--- config.mk ---
export PLATFORM = sky130hd
export DESIGN_NAME = irq_sched
export DESIGN_NICKNAME = d
export VERILOG_FILES = /design/src/rtl/irq_sched.sv
export SDC_FILE = /design/constraint.sdc
export NUM_CORES = 1
export LEC_CHECK = 0
export BUFFER_PORTS_ARGS = -buffer_cell sky130_fd_sc_hd__buf_2
export CAP_MARGIN = 40
export CORE_MARGIN = 8
export CORE_UTILIZATION = 40
export CTS_CLUSTER_DIAMETER = 50
export DETAILED_ROUTE_END_ITERATION = 10
export GPL_ROUTABILITY_DRIVEN = 0
export PLACE_DENSITY_LB_ADDON = 0.1
export SKIP_CTS_REPAIR_TIMING = 1
export SLEW_MARGIN = 0
export SYNTH_ARGS = -nofsm -noshare
export SYNTH_HDL_FRONTEND = slang
export SYNTH_SLANG_ARGS = --single-unit
--- constraint.sdc ---
create_clock -name clk -period 1.6 [get_ports clk]
set_input_delay 0.08 -clock clk [delete_from_list [all_inputs] [get_ports clk]]
set_output_delay 0.08 -clock clk [all_outputs]
set_load 0.02 [all_outputs]
--- src/rtl/irq_sched.sv ---
// Interrupt scheduler: latches level/edge requests, masks them, picks a fixed-priority winner
// and hands it to CP0 through an int_req/int_ack handshake, blocking new requests until eret.
module irq_sched #(
  parameter int                NSRC     = 6,
  parameter logic [NSRC-1:0]   EDGE_SEL = 6'b000100
) (
  input  logic            clk,
  input  logic            reset,
  input  logic [NSRC-1:0] irq_in,
  input  logic            we,
  input  logic [1:0]      addr,
  input  logic [31:0]     wdata,
  output logic [31:0]     rdata,
  output logic [NSRC-1:0] hwint,
  output logic            int_req,
  output logic [2:0]      int_id,
  input  logic            int_ack,
  input  logic            eret
);

  typedef enum logic [1:0] {
    IDLE    = 2'd0,
    REQ     = 2'd1,
    SERVICE = 2'd2
  } state_t;

  state_t          st, st_nxt;
  logic [NSRC-1:0] pend, pend_nxt;
  logic [NSRC-1:0] mask;
  logic [NSRC-1:0] hist;
  logic [7:0]      pm8;
  logic [2:0]      win_id, id_nxt;
  logic            any_pm;
  logic            ack_take;
  logic            unused_wdata;

  assign unused_wdata = ^wdata[31:NSRC];
  assign hwint        = pend & mask;
  assign ack_take     = (st == REQ) && int_ack;

  always_comb begin
    pm8             = '0;
    pm8[NSRC-1:0]   = hwint;
    any_pm          = |pm8;
    win_id          = '0;
    for (int i = 7; i >= 0; i--) begin
      if (pm8[i]) win_id = 3'(i);
    end
  end

  // Edge bits: a fresh rising edge beats any clear arriving in the same cycle.
  always_comb begin
    pend_nxt = pend;
    for (int i = 0; i < NSRC; i++) begin
      if (EDGE_SEL[i]) begin
        pend_nxt[i] = (pend[i] & ~((we && addr == 2'd0 && wdata[i]) ||
                                   (ack_take && int_id == 3'(i))))
                    | (irq_in[i] & ~hist[i]);
      end else begin
        pend_nxt[i] = irq_in[i];
      end
    end
  end

  always_ff @(posedge clk or posedge reset) begin
    if (reset) begin
      pend <= '0;
      hist <= '0;
      mask <= '0;
    end else begin
      pend <= pend_nxt;
      hist <= irq_in;
      if (we && addr == 2'd1) mask <= wdata[NSRC-1:0];
    end
  end

  always_comb begin
    st_nxt = st;
    id_nxt = int_id;
    case (st)
      IDLE: begin
        if (any_pm) begin
          st_nxt = REQ;
          id_nxt = win_id;
        end else begin
          id_nxt = '0;
        end
      end
      REQ: begin
        if (int_ack) begin
          st_nxt = SERVICE;
        end else if (!pm8[int_id]) begin
          st_nxt = IDLE;
          id_nxt = '0;
        end else begin
          id_nxt = win_id;
        end
      end
      SERVICE: begin
        if (eret) begin
          st_nxt = IDLE;
          id_nxt = '0;
        end
      end
      default: begin
        st_nxt = IDLE;
        id_nxt = '0;
      end
    endcase
  end

  always_ff @(posedge clk or posedge reset) begin
    if (reset) begin
      st      <= IDLE;
      int_id  <= '0;
      int_req <= 1'b0;
    end else begin
      st      <= st_nxt;
      int_id  <= id_nxt;
      int_req <= (st_nxt == REQ);
    end
  end

  always_comb begin
    rdata = '0;
    case (addr)
      2'd0:    rdata[NSRC-1:0] = pend;
      2'd1:    rdata[NSRC-1:0] = mask;
      2'd2:    rdata[4:0]      = {int_id, st};
      default: rdata           = '0;
    endcase
  end

endmodule
* After elaboration in Yosys (flattened, before gate mapping)
Cells that the tools add are included.
** Cells by class
- Magnitude comparators :: 1
- Equality and inequality tests :: 8
- Multiplexer cells :: 20
- Bitwise gates (word level) :: 6
- Reductions and logical operators :: 10
** Operator list (count)
- 2-to-1 mux 3 bit :: 10
- one-hot mux 5 bit (3 select lines) :: 1
- one-hot mux 3 bit (3 select lines) :: 1
- 2-to-1 mux 2 bit :: 4
- bitwise AND 6 bit :: 1
- equality test 2 x 1 -> 1 bit (second input constant) :: 3
- one-hot mux 2 bit (3 select lines) :: 1
- OR reduction 6 bit :: 1
- logical AND 1 bit :: 5
- equality test 2 bit (second input constant) :: 2
- zero test 2 bit :: 2
- < comparator 3 x 4 -> 1 bit (second input constant) :: 1
- != test 2 bit (second input constant) :: 2
- binary-select mux 1 bit (select 3 bit) :: 1
- equality test 3 x 2 -> 1 bit (second input constant) :: 1
- bitwise AND 1 bit :: 2
- inverter 1 bit :: 2
- one-hot mux 1 bit (2 select lines) :: 1
- AND reduction 2 bit :: 1
- logical OR 1 bit :: 1
- 2-to-1 mux 1 bit :: 1
- OR 1 bit :: 1
** Storage, ports and cells
- Flip-flop bits (word level) :: 21
- Input bits :: 45

* Longest topological paths before layout
Gate-level depths: netlist of the first run.
- Depth after elaboration :: 10
- Depth in mapped cells :: 5
- Mapped depth without buffers :: 5

* Worst setup path after synthesis of the first run
No wires, ideal clock.
- Kind :: register to register
- Start :: register int_id[0]
- End :: register int_id[2]
- Library setup time :: 0.128 ns
- Data arrival time :: 1.364 ns
- Required time :: 1.472 ns
- Setup slack :: 0.109 ns
- Cell stages (with the launch flop) :: 4
- Clock period less this slack :: 1.491 ns
- Cells stage by stage :: dfrtp_1 mux4_2 o21ai_2 o41ai_2
** Between the ends
- Cells in the longest elaborated chain, start to end :: 5
** RTL lines
- start: declaration :: line 16 : output logic [2:0] int_id,
- start signal: assignment :: line 119 : int_id <= id_nxt;
- binary-select mux 1 bit (select 3 bit) :: line 92 : end else if (!pm8[int_id]) begin
- 2-to-1 mux 1 bit (not written as such) :: line 92
- 2-to-1 mux 3 bit :: line 92
- 2-to-1 mux 3 bit :: line 90 : if (int_ack) begin
- one-hot mux 3 bit (3 select lines) :: line 80 : case (st)
Every way passes these cells. The select of a mux whose other input is x is not followed.
A chain may end at the register's enable or synchronous reset.

* Final worst setup path of the first run
- Start :: register mask[0]
- End :: register int_id[1]
** Between the ends
- Cells in the longest elaborated chain, start to end :: 6
- Elaborated cells between the ends (all ways) :: 9
- Classes of those cells :: mux: 7; bitwise: 1; reduce/logical: 1
** RTL lines
- start: declaration :: line 29 : logic [NSRC-1:0] mask;
- start signal: assignment :: line 73 : if (we && addr == 2'd1) mask <= wdata[NSRC-1:0];
- bitwise AND 6 bit (*) :: line 38 : assign hwint = pend & mask;
- binary-select mux 1 bit (select 3 bit) :: line 92
- 2-to-1 mux 1 bit (not written as such) :: line 92
- 2-to-1 mux 3 bit :: line 92
- 2-to-1 mux 3 bit :: line 90
- one-hot mux 3 bit (3 select lines) (*) :: line 80
Mark *: on every way between the ends. The rest lies on a longest branch, timed or not. The select of a mux whose other input is x is not followed.

==> impl_metrics.tcl, run 1 <==
set metrics [dict create \
    pin_count 87 \
    fillers 295 \
    drive_above_1_share_pct 31.7 \
    r2r_end "int_id[1]" \
    grt_pass1_wl_um 4880 \
    area_delta_synth_final_pct 20.4 \
    synth-seq-area-share_pct 39.4 \
    setup_viol 0 \
    avgSynthCellArea_sq_um 10.1 \
    start_kind "flop" \
    slew_violations 0 \
    grt_max_degree 20 \
    final_util_pct 49.2 \
    worstPathCellList "nand2_1 -> inv_1 -> mux4_2 -> o21ai_2 -> o31ai_1" \
    fin_cells 200 \
    core_sq_um 2950 \
    clock_sinks 19 \
    htree_levels 1 \
    crit_arrival_ns 1.73 \
    hp-class "in2reg" \
    ys_ff_latch 19 \
    synth_cell_type_count 36 \
    skew_ns 0.00478 \
    placed_cells 186 \
    crit_buf_inv 1 \
    critPathMaxFanout 4 \
    wl_per_cell_um 14.8 \
    cp_num_cells 5 \
    worst_path_dominant_cell_family "multiplexers" \
    peakVddDrop_mv 0.481 \
    critical_path.startpoint "mask[0]" \
    cts_tree "done" \
    clk_latency_ns 0.30 \
    worst_path_largest_cell_delay_ns 0.51 \
    cts_buffers 3 \
    antenna_found_initial 0 \
    routed-via-count 957 \
    layout_min_cycle_time_ns 1.54 \
    critPathKind "reg2reg" \
    max_clock_freq_mhz 648 \
    diodes 0 \
    yosysWarnings 0 \
    grt_setup_unrepaired "true" \
    start_util_pct 40.9 \
    die_x_um 70.9 \
    dp_hpwl_um 2350 \
    layout_commonest_cell "buf_2" \
    violations "hold timing" \
    r2r_start "mask[0]" \
    netlist_area_sq_um 1210 \
    hold_viol 1 \
    whs_ns -0.00304 \
    wl_um 2970 \
    drt-initial-drc-count 22 \
    die_area_sq_um 5030 \
    rr_worst_depth 5 \
    drc 0 \
    slowest_stage "mux4_2" \
    mostFrequentLayoutCells "34 x buf_2, 26 x conb_1, 19 x dfrtp_1, 11 x nand2_1, 10 x dlygate4sd3_1" \
    p_leak_nw 0.739 \
    period_share_pct 96.4 \
    final_nets 213 \
    end_kind "flop" \
    grt_overflow 0 \
    antenna_left 0 \
    portBuffers 34 \
    grt_pass1_vias 1010 \
    outcome "finished with violations" \
    fp.dieH_um 70.9 \
    tns_ns 0 \
    p_per_area_nw_per_um2 1230 \
    grt_usage_pct 12.1 \
    clk_path_buf_depth 2 \
    required_ns 1.79 \
    drv_cap 0 \
    rrSetupSlack_ns 0.06 \
    synthCells 120 \
    routed_via_density 4.79 \
    clk_pin_slew_ns 0.11 \
    clock-root-buffer "clkbuf_4" \
    rows 20 \
    endpoint "int_id[1]" \
    dr.pass1.iters 4 \
]
-- where the power goes --
part	leakage [nW]	switching, mW	internal [mW]	total [mW]
registers	0.229	0.147	0.585	0.732
logic	0.496	0.468	0.345	0.814
clock network	0.0150	0.148	0.0972	0.246
-- worst min-delay path by stage --
| stage | startpoint | endpoint | depth (start not counted) |
|---|---|---|---|
| 2_1_floorplan | reset | hist[0] | 1 |
| 3_3_place_gp | reset | hist[2] | 3 |
| 3_5_place_dp | reset | hist[2] | 3 |
| 4_1_cts | reset | st[1] | 3 |
| 5_1_grt | int_ack | st[0] | 2 |
| 6_report | int_ack | int_req | 2 |
-- worst reg2reg max path, delay by kind of cell, from the launching register on --
kind                   cells  cell delay, ns
DFF                        1            0.44
AOI/OAI and AO/OA          2            0.28
and+or+nand+nor            1            0.13
muxes                      1            0.52
buffers and inverters      1            0.07
-- sequential cells by signal, indices dropped and copies added, names as in the netlist --
| register | count |
|---|---|
| mask | 6 |
| pend | 4 |
| hist | 3 |
| int_id | 3 |
| st | 2 |
| int_req | 1 |
-- metrics by stage --
step           total power [mW]  area, sq um  setup WS [ns]
2_1_floorplan              1.33         1300          0.109
3_3_place_gp               1.52         1320         0.0876
3_5_place_dp               1.53         1320         0.0622
4_1_cts                    1.78         1350         0.0586
5_1_grt                    1.93         1450       -0.00765
6_report                   1.79         1450         0.0577
-- routing by layer --
layer / global-route usage [%] / share of wire [%] / wire [um] / up-vias
met4: 3.23 / 0.61 / 18 / 0
met1: 12.0 / 39 / 1160 / 452
met3: 6.21 / 11 / 313 / 2
met2: 21.4 / 50 / 1480 / 44
met5: 0 / 0 / 0 / -
li1: - / - / - / 459
-- synthesized netlist by cell type, drive strengths merged --
| master | n | area (sq um) |
|---|---|---|
| buf | 27 | 200 |
| dfrtp | 19 | 475 |
| nand2 | 11 | 41.3 |
| o21ai | 9 | 48.8 |
| inv | 6 | 22.5 |
| mux2 | 6 | 67.6 |
| mux2i | 6 | 60.1 |
| and2 | 3 | 21.3 |
| nor2 | 3 | 11.3 |
| nor2b | 3 | 18.8 |
| a21oi | 2 | 10.0 |
| a22oi | 2 | 15.0 |
| a41oi | 2 | 25.0 |
| nand3b | 2 | 15.0 |
| nand4bb | 2 | 27.5 |
| o21bai | 2 | 15.0 |
| o31ai | 2 | 15.0 |
| a211oi | 1 | 12.5 |
| a221o | 1 | 10.0 |
| a22o | 1 | 8.76 |
| clkbuf | 1 | 3.75 |
| conb | 1 | 3.75 |
| mux4 | 1 | 22.5 |
| nand2b | 1 | 6.26 |
| nand3 | 1 | 5.00 |
| nand4 | 1 | 6.26 |
| nand4b | 1 | 8.76 |
| nor3b | 1 | 7.51 |
| o41ai | 1 | 16.3 |
| or2 | 1 | 6.26 |
-- kinds of logic after synthesis --
family | Yosys count | share of synthesized area, %
muxes | 13 | 12.4
buffers and inverters | 34 | 18.8
AOI/OAI and AO/OA | 23 | 14.6
other | 1 | 0.311
DFF | 19 | 39.4
and+or+nand+nor | 30 | 14.5
-- area by class of cell --
class,instances,area [sq um],area share [%]
inverter,6,22.5,1.55
timing repair buffer,46,285,19.6
tap,33,41.3,2.84
sequential,19,475,32.7
clock buffer,4,26.3,1.81
multi-input combinational,92,603,41.5
Note: power is estimated with default switching activity, not from simulation.
==> inputs of run 2 (changes only) <==
- CAP_MARGIN: 40 -> 5
- PLACE_DENSITY: not set -> 0.83
- PLACE_DENSITY_LB_ADDON: 0.1 -> not set
==> run 2 against run 1 <==
- the flow still finishes with violations (hold timing)
- first-iteration DRC count down 9.1%
- register-to-register slack gained 0.02 ns
- sequential power about the same
- routed wire length fell by 3.8%
- global-route usage shrank 1.1 points
- combinational power barely moved
- via count up 0.94%
- utilization rose by 0.21 points
==> impl_metrics.tcl, run 2 (synthesis results as in run 1) <==
set metrics [dict create \
    multiInputGateArea_sq_um 599 \
    final_nets 214 \
    period_share_pct 95.1 \
    wl_per_cell_um 14.2 \
    antenna_found_initial 0 \
    dr.pass1.iters 4 \
    grt_usage_pct 11.0 \
    regArea_sq_um 477 \
    violations "hold timing" \
    hold_viol 2 \
    crit_buf_inv 1 \
    clock-root-buffer "clkbuf_4" \
    clock_sinks 19 \
    placed_cells 186 \
    grt_overflow 0 \
    routed_via_density 4.81 \
    routed-via-count 966 \
    area_delta_synth_final_pct 20.9 \
    rows 20 \
    final_util_pct 49.4 \
    grt_pass1_wl_um 4460 \
    portBuffers 34 \
    clk_pin_slew_ns 0.11 \
    layout_commonest_cell "buf_2" \
    crit_arrival_ns 1.72 \
    whs_ns -0.00659 \
    cts_buffers 3 \
    fp.dieH_um 70.9 \
    end_kind "flop" \
    drive_above_1_share_pct 32.7 \
    drc 0 \
    p_leak_nw 0.744 \
    fin_cells 201 \
    slew_violations 0 \
    setup_viol 0 \
    drv_cap 0 \
    layout_min_cycle_time_ns 1.52 \
    p_per_area_nw_per_um2 1230 \
    worstMarginPinSlew_ns 0.742 \
    dp_hpwl_um 2280 \
    mostFrequentLayoutCells "34 x buf_2, 26 x conb_1, 18 x dfrtp_1, 11 x nand2_1, 10 x dlygate4sd3_1" \
    antenna_left 0 \
    die_area_sq_um 5030 \
    cp_num_cells 5 \
    grt_pass1_vias 949 \
    start_kind "flop" \
    hold_path_depth 2 \
    clk_latency_ns 0.31 \
    rr_worst_depth 5 \
    wl_um 2850 \
    clk_path_buf_depth 2 \
    diodes 0 \
    final_area_sq_um 1460 \
    drt-initial-drc-count 20 \
    slowest_stage "mux4_2" \
    worstPathCellList "nand2_1 -> inv_1 -> mux4_2 -> o21ai_2 -> o31ai_1" \
    skew_ns 0.00497 \
    core_sq_um 2950 \
    worst_path_largest_cell_delay_ns 0.51 \
    largest_reg_flops 6 \
    slew_headroom_pct 50.5 \
    outcome "finished with violations" \
    htree_levels 1 \
    grt_setup_unrepaired "true" \
    hp-class "in2reg" \
    grt_max_degree 20 \
    cts_tree "done" \
    largest_register "mask" \
    fillers 267 \
    peakVddDrop_mv 0.808 \
    pin_count 87 \
    die_x_um 70.9 \
    critPathKind "reg2reg" \
    worst_path_dominant_cell_family "multiplexers" \
    top_regs "mask: 6 flops, pend: 4 flops" \
    max_clock_freq_mhz 657 \
    start_util_pct 40.9 \
    critPathMaxFanout 4 \
    place_area_sq_um 1320 \
    required_ns 1.80 \
]
-- run 2: cell count changes in the layout (fill, tap and decap cells not counted) --
cell,delta
a21oi_1,+1
clkinv_2,+1
dfrtp_1,-1
dfrtp_2,+1
buf_4,+1
clkbuf_1,-1
a21oi_2,-1
-- run 2: worst paths after layout --
check	slack [ns]	from	endpoint
min in group asynchronous	0.42	reset	hist[2]
max in group asynchronous	0.66	reset	int_id[0]
worst min-delay path	-0.007	wdata[0]	mask[0]
worst min register to register	0.42	hist[2]	pend[2]
worst max-delay path	0.08	mask[1]	int_id[1]
worst max register to register	0.08	mask[1]	int_id[1]
-- run 2: per-stage QoR --
step                TNS [ns]  power, mW  setup WS, ns
CTS                        0       1.78        0.0768
finish                     0       1.79        0.0789
global placement           0       1.51         0.116
floorplan                  0       1.33         0.109
global route         -0.0126       1.90       -0.0126
detailed placement         0       1.53        0.0872
-- run 2: power breakdown --
part,total (mW),switching [mW],leakage [nW],internal (mW)
sequential,0.729,0.141,0.227,0.588
combinational,0.816,0.461,0.499,0.356
clock,0.248,0.155,0.0177,0.0934
-- run 2: cell type report --
type	instances	share of cell area [%]
well taps	33	2.83
clock inverters	1	0.343
inverters	6	1.54
multi-input cells	92	41.0
flip-flops and latches	19	32.6
repair buffers	47	20.1
clock buffers	3	1.54
-- run 2: worst reg2reg max path, delay by kind of cell (launching register included) --
| kind | cells | cell delay [ns] |
|---|---|---|
| buf+inv | 1 | 0.06 |
| compound gates | 2 | 0.30 |
| mux | 1 | 0.51 |
| flops | 1 | 0.43 |
| simple gates | 1 | 0.12 |
-- run 2: layer usage --
metal | track usage, % | part of all wire [%] | wire length, um
met1 | 11.2 | 40 | 1150
met2 | 19.8 | 51 | 1470
met5 | 0 | 0 | 0
met3 | 4.66 | 7.0 | 201
met4 | 3.23 | 1.3 | 38
==> inputs of run 3 (changes only) <==
--- a/config.mk
+++ b/config.mk
@@ -14,3 +14,3 @@
 export GPL_ROUTABILITY_DRIVEN = 0
-export PLACE_DENSITY = 0.83
+export PLACE_DENSITY = 0.79
 export SKIP_CTS_REPAIR_TIMING = 1
--- a/constraint.sdc
+++ b/constraint.sdc
@@ -3,2 +3,2 @@
 set_output_delay 0.08 -clock clk [all_outputs]
-set_load 0.02 [all_outputs]
+set_load 0.005 [all_outputs]
==> run 3 against run 2 <==
- the flow now finishes without violations
- cell count fell by 1.0%
- sequential power about the same
- routed wire length rose by 3.9%
- via count up 0.52%
- design area decreased by 1.1%
- combinational power shrank 14%
- utilization decreased by 0.55 points
- critical path type unchanged
- largest cell class unchanged
- highest routed layer unchanged
==> impl_metrics.tcl, run 3 (synthesis results as in run 1) <==
set metrics [dict create \
    outcome "completed" \
    dr.pass1.iters 4 \
    drt-initial-drc-count 23 \
    drive_above_1_share_pct 34.3 \
    fillers 278 \
    clk_latency_ns 0.29 \
    crit_buf_inv 0 \
    max_clock_freq_mhz 653 \
    clock_sinks 19 \
    routed-via-count 971 \
    start_kind "flop" \
    mostFrequentLayoutCells "34 x buf_2, 26 x conb_1, 19 x dfrtp_1, 9 x nand2_1" \
    setup_viol 0 \
    final_util_pct 48.9 \
    worstPathCellList "and2_4 -> mux4_2 -> o21ai_2 -> o41ai_2" \
    grt_usage_pct 11.3 \
    die_area_sq_um 5030 \
    wl_per_cell_um 14.9 \
    critPathKind "reg2reg" \
    hold_viol 0 \
    die_x_um 70.9 \
    period_share_pct 95.7 \
    rows 20 \
    core_sq_um 2950 \
    top_regs "mask: 6 flops, pend: 4 flops" \
    start_util_pct 40.9 \
    final_nets 212 \
    antenna_left 0 \
    worstMarginPinSlew_ns 0.700 \
    fp.dieH_um 70.9 \
    place_area_sq_um 1330 \
    pre_cts_ws_ns 0.0904 \
    skew_ns 0.00445 \
    cts_tree "done" \
    slew_headroom_pct 53.3 \
    hp-class "in2reg" \
    end_kind "flop" \
    dp_hpwl_um 2340 \
    slew_violations 0 \
    grt_max_degree 20 \
    worst_path_largest_cell_delay_ns 0.51 \
    cts_buffers 3 \
    clk_pin_slew_ns 0.11 \
    clock-root-buffer "clkbuf_4" \
    drc 0 \
    htree_levels 1 \
    grt_pass1_vias 957 \
    peakVddDrop_mv 0.566 \
    routed_via_density 4.88 \
    pin_count 87 \
    slowest_stage "mux4_2" \
    layout_commonest_cell "buf_2" \
    area_delta_synth_final_pct 19.6 \
    wl_um 2970 \
    grt_pass1_wl_um 4670 \
    drv_cap 0 \
    crit_arrival_ns 1.71 \
    tns_ns 0 \
    clk_path_buf_depth 2 \
    largest_register "mask" \
    diodes 0 \
    largest_reg_flops 6 \
    layout_min_cycle_time_ns 1.53 \
    p_leak_nw 0.737 \
    portBuffers 34 \
    required_ns 1.78 \
    critPathMaxFanout 4 \
    final_area_sq_um 1440 \
    grt_overflow 0 \
    worst_path_dominant_cell_family "multiplexers" \
    worst_slack_ns 0.0682 \
    p_per_area_nw_per_um2 1160 \
    antenna_found_initial 0 \
]
run 3: cell count changes in the layout (fill, tap and decap cells not counted), sizes merged:
| cell | before | now |
|---|---|---|
| clkbuf | 3 | 4 |
| buf | 37 | 38 |
| clkinv | 1 | 0 |
| dlygate4sd3 | 10 | 7 |
run 3: final cells by class:
class	count	area (sq um)	area share (%)
sequential	19	475	32.9
inverter	6	22.5	1.56
tap	33	41.3	2.86
timing repair buffer	45	270	18.7
clock buffer	4	26.3	1.82
multi-input combinational	92	608	42.1
run 3: per-layer routing:
| metal | GRT usage, % | wire length (um) |
|---|---|---|
| met1 | 12.5 | 1220 |
| met2 | 19.1 | 1370 |
| met3 | 5.51 | 361 |
| met4 | 2.08 | 14 |
| met5 | 0 | 0 |
run 3: power breakdown:
group | leakage (nW) | switching, mW | internal [mW]
Sequential | 0.229 | 0.142 | 0.586
Combinational | 0.493 | 0.339 | 0.365
Clock | 0.0150 | 0.140 | 0.0968
Total | 0.737 | 0.621 | 1.05
run 3: worst paths after layout:
path | from | to | slack, ns | cells past startpoint
setup / recovery | pend[2] | int_id[2] | 0.07 | 4
hold / removal | wdata[3] | mask[3] | 0.01 | 2
setup reg to reg | pend[2] | int_id[2] | 0.07 | 4
hold reg to reg | hist[2] | pend[2] | 0.42 | 1
max in group asynchronous | reset | st[0] | 0.72 | 3
min in group asynchronous | reset | mask[1] | 0.44 | 3
run 3: stage by stage:
step | power [mW] | hold WS [ns] | cells
after floorplan | 1.19 | 0.0311 | 145
after global placement | 1.39 | 0.189 | 187
after detailed placement | 1.41 | 0.189 | 187
after CTS | 1.64 | -0.119 | 191
after global routing | 1.80 | 0.00470 | 199
final | 1.67 | 0.0128 | 199
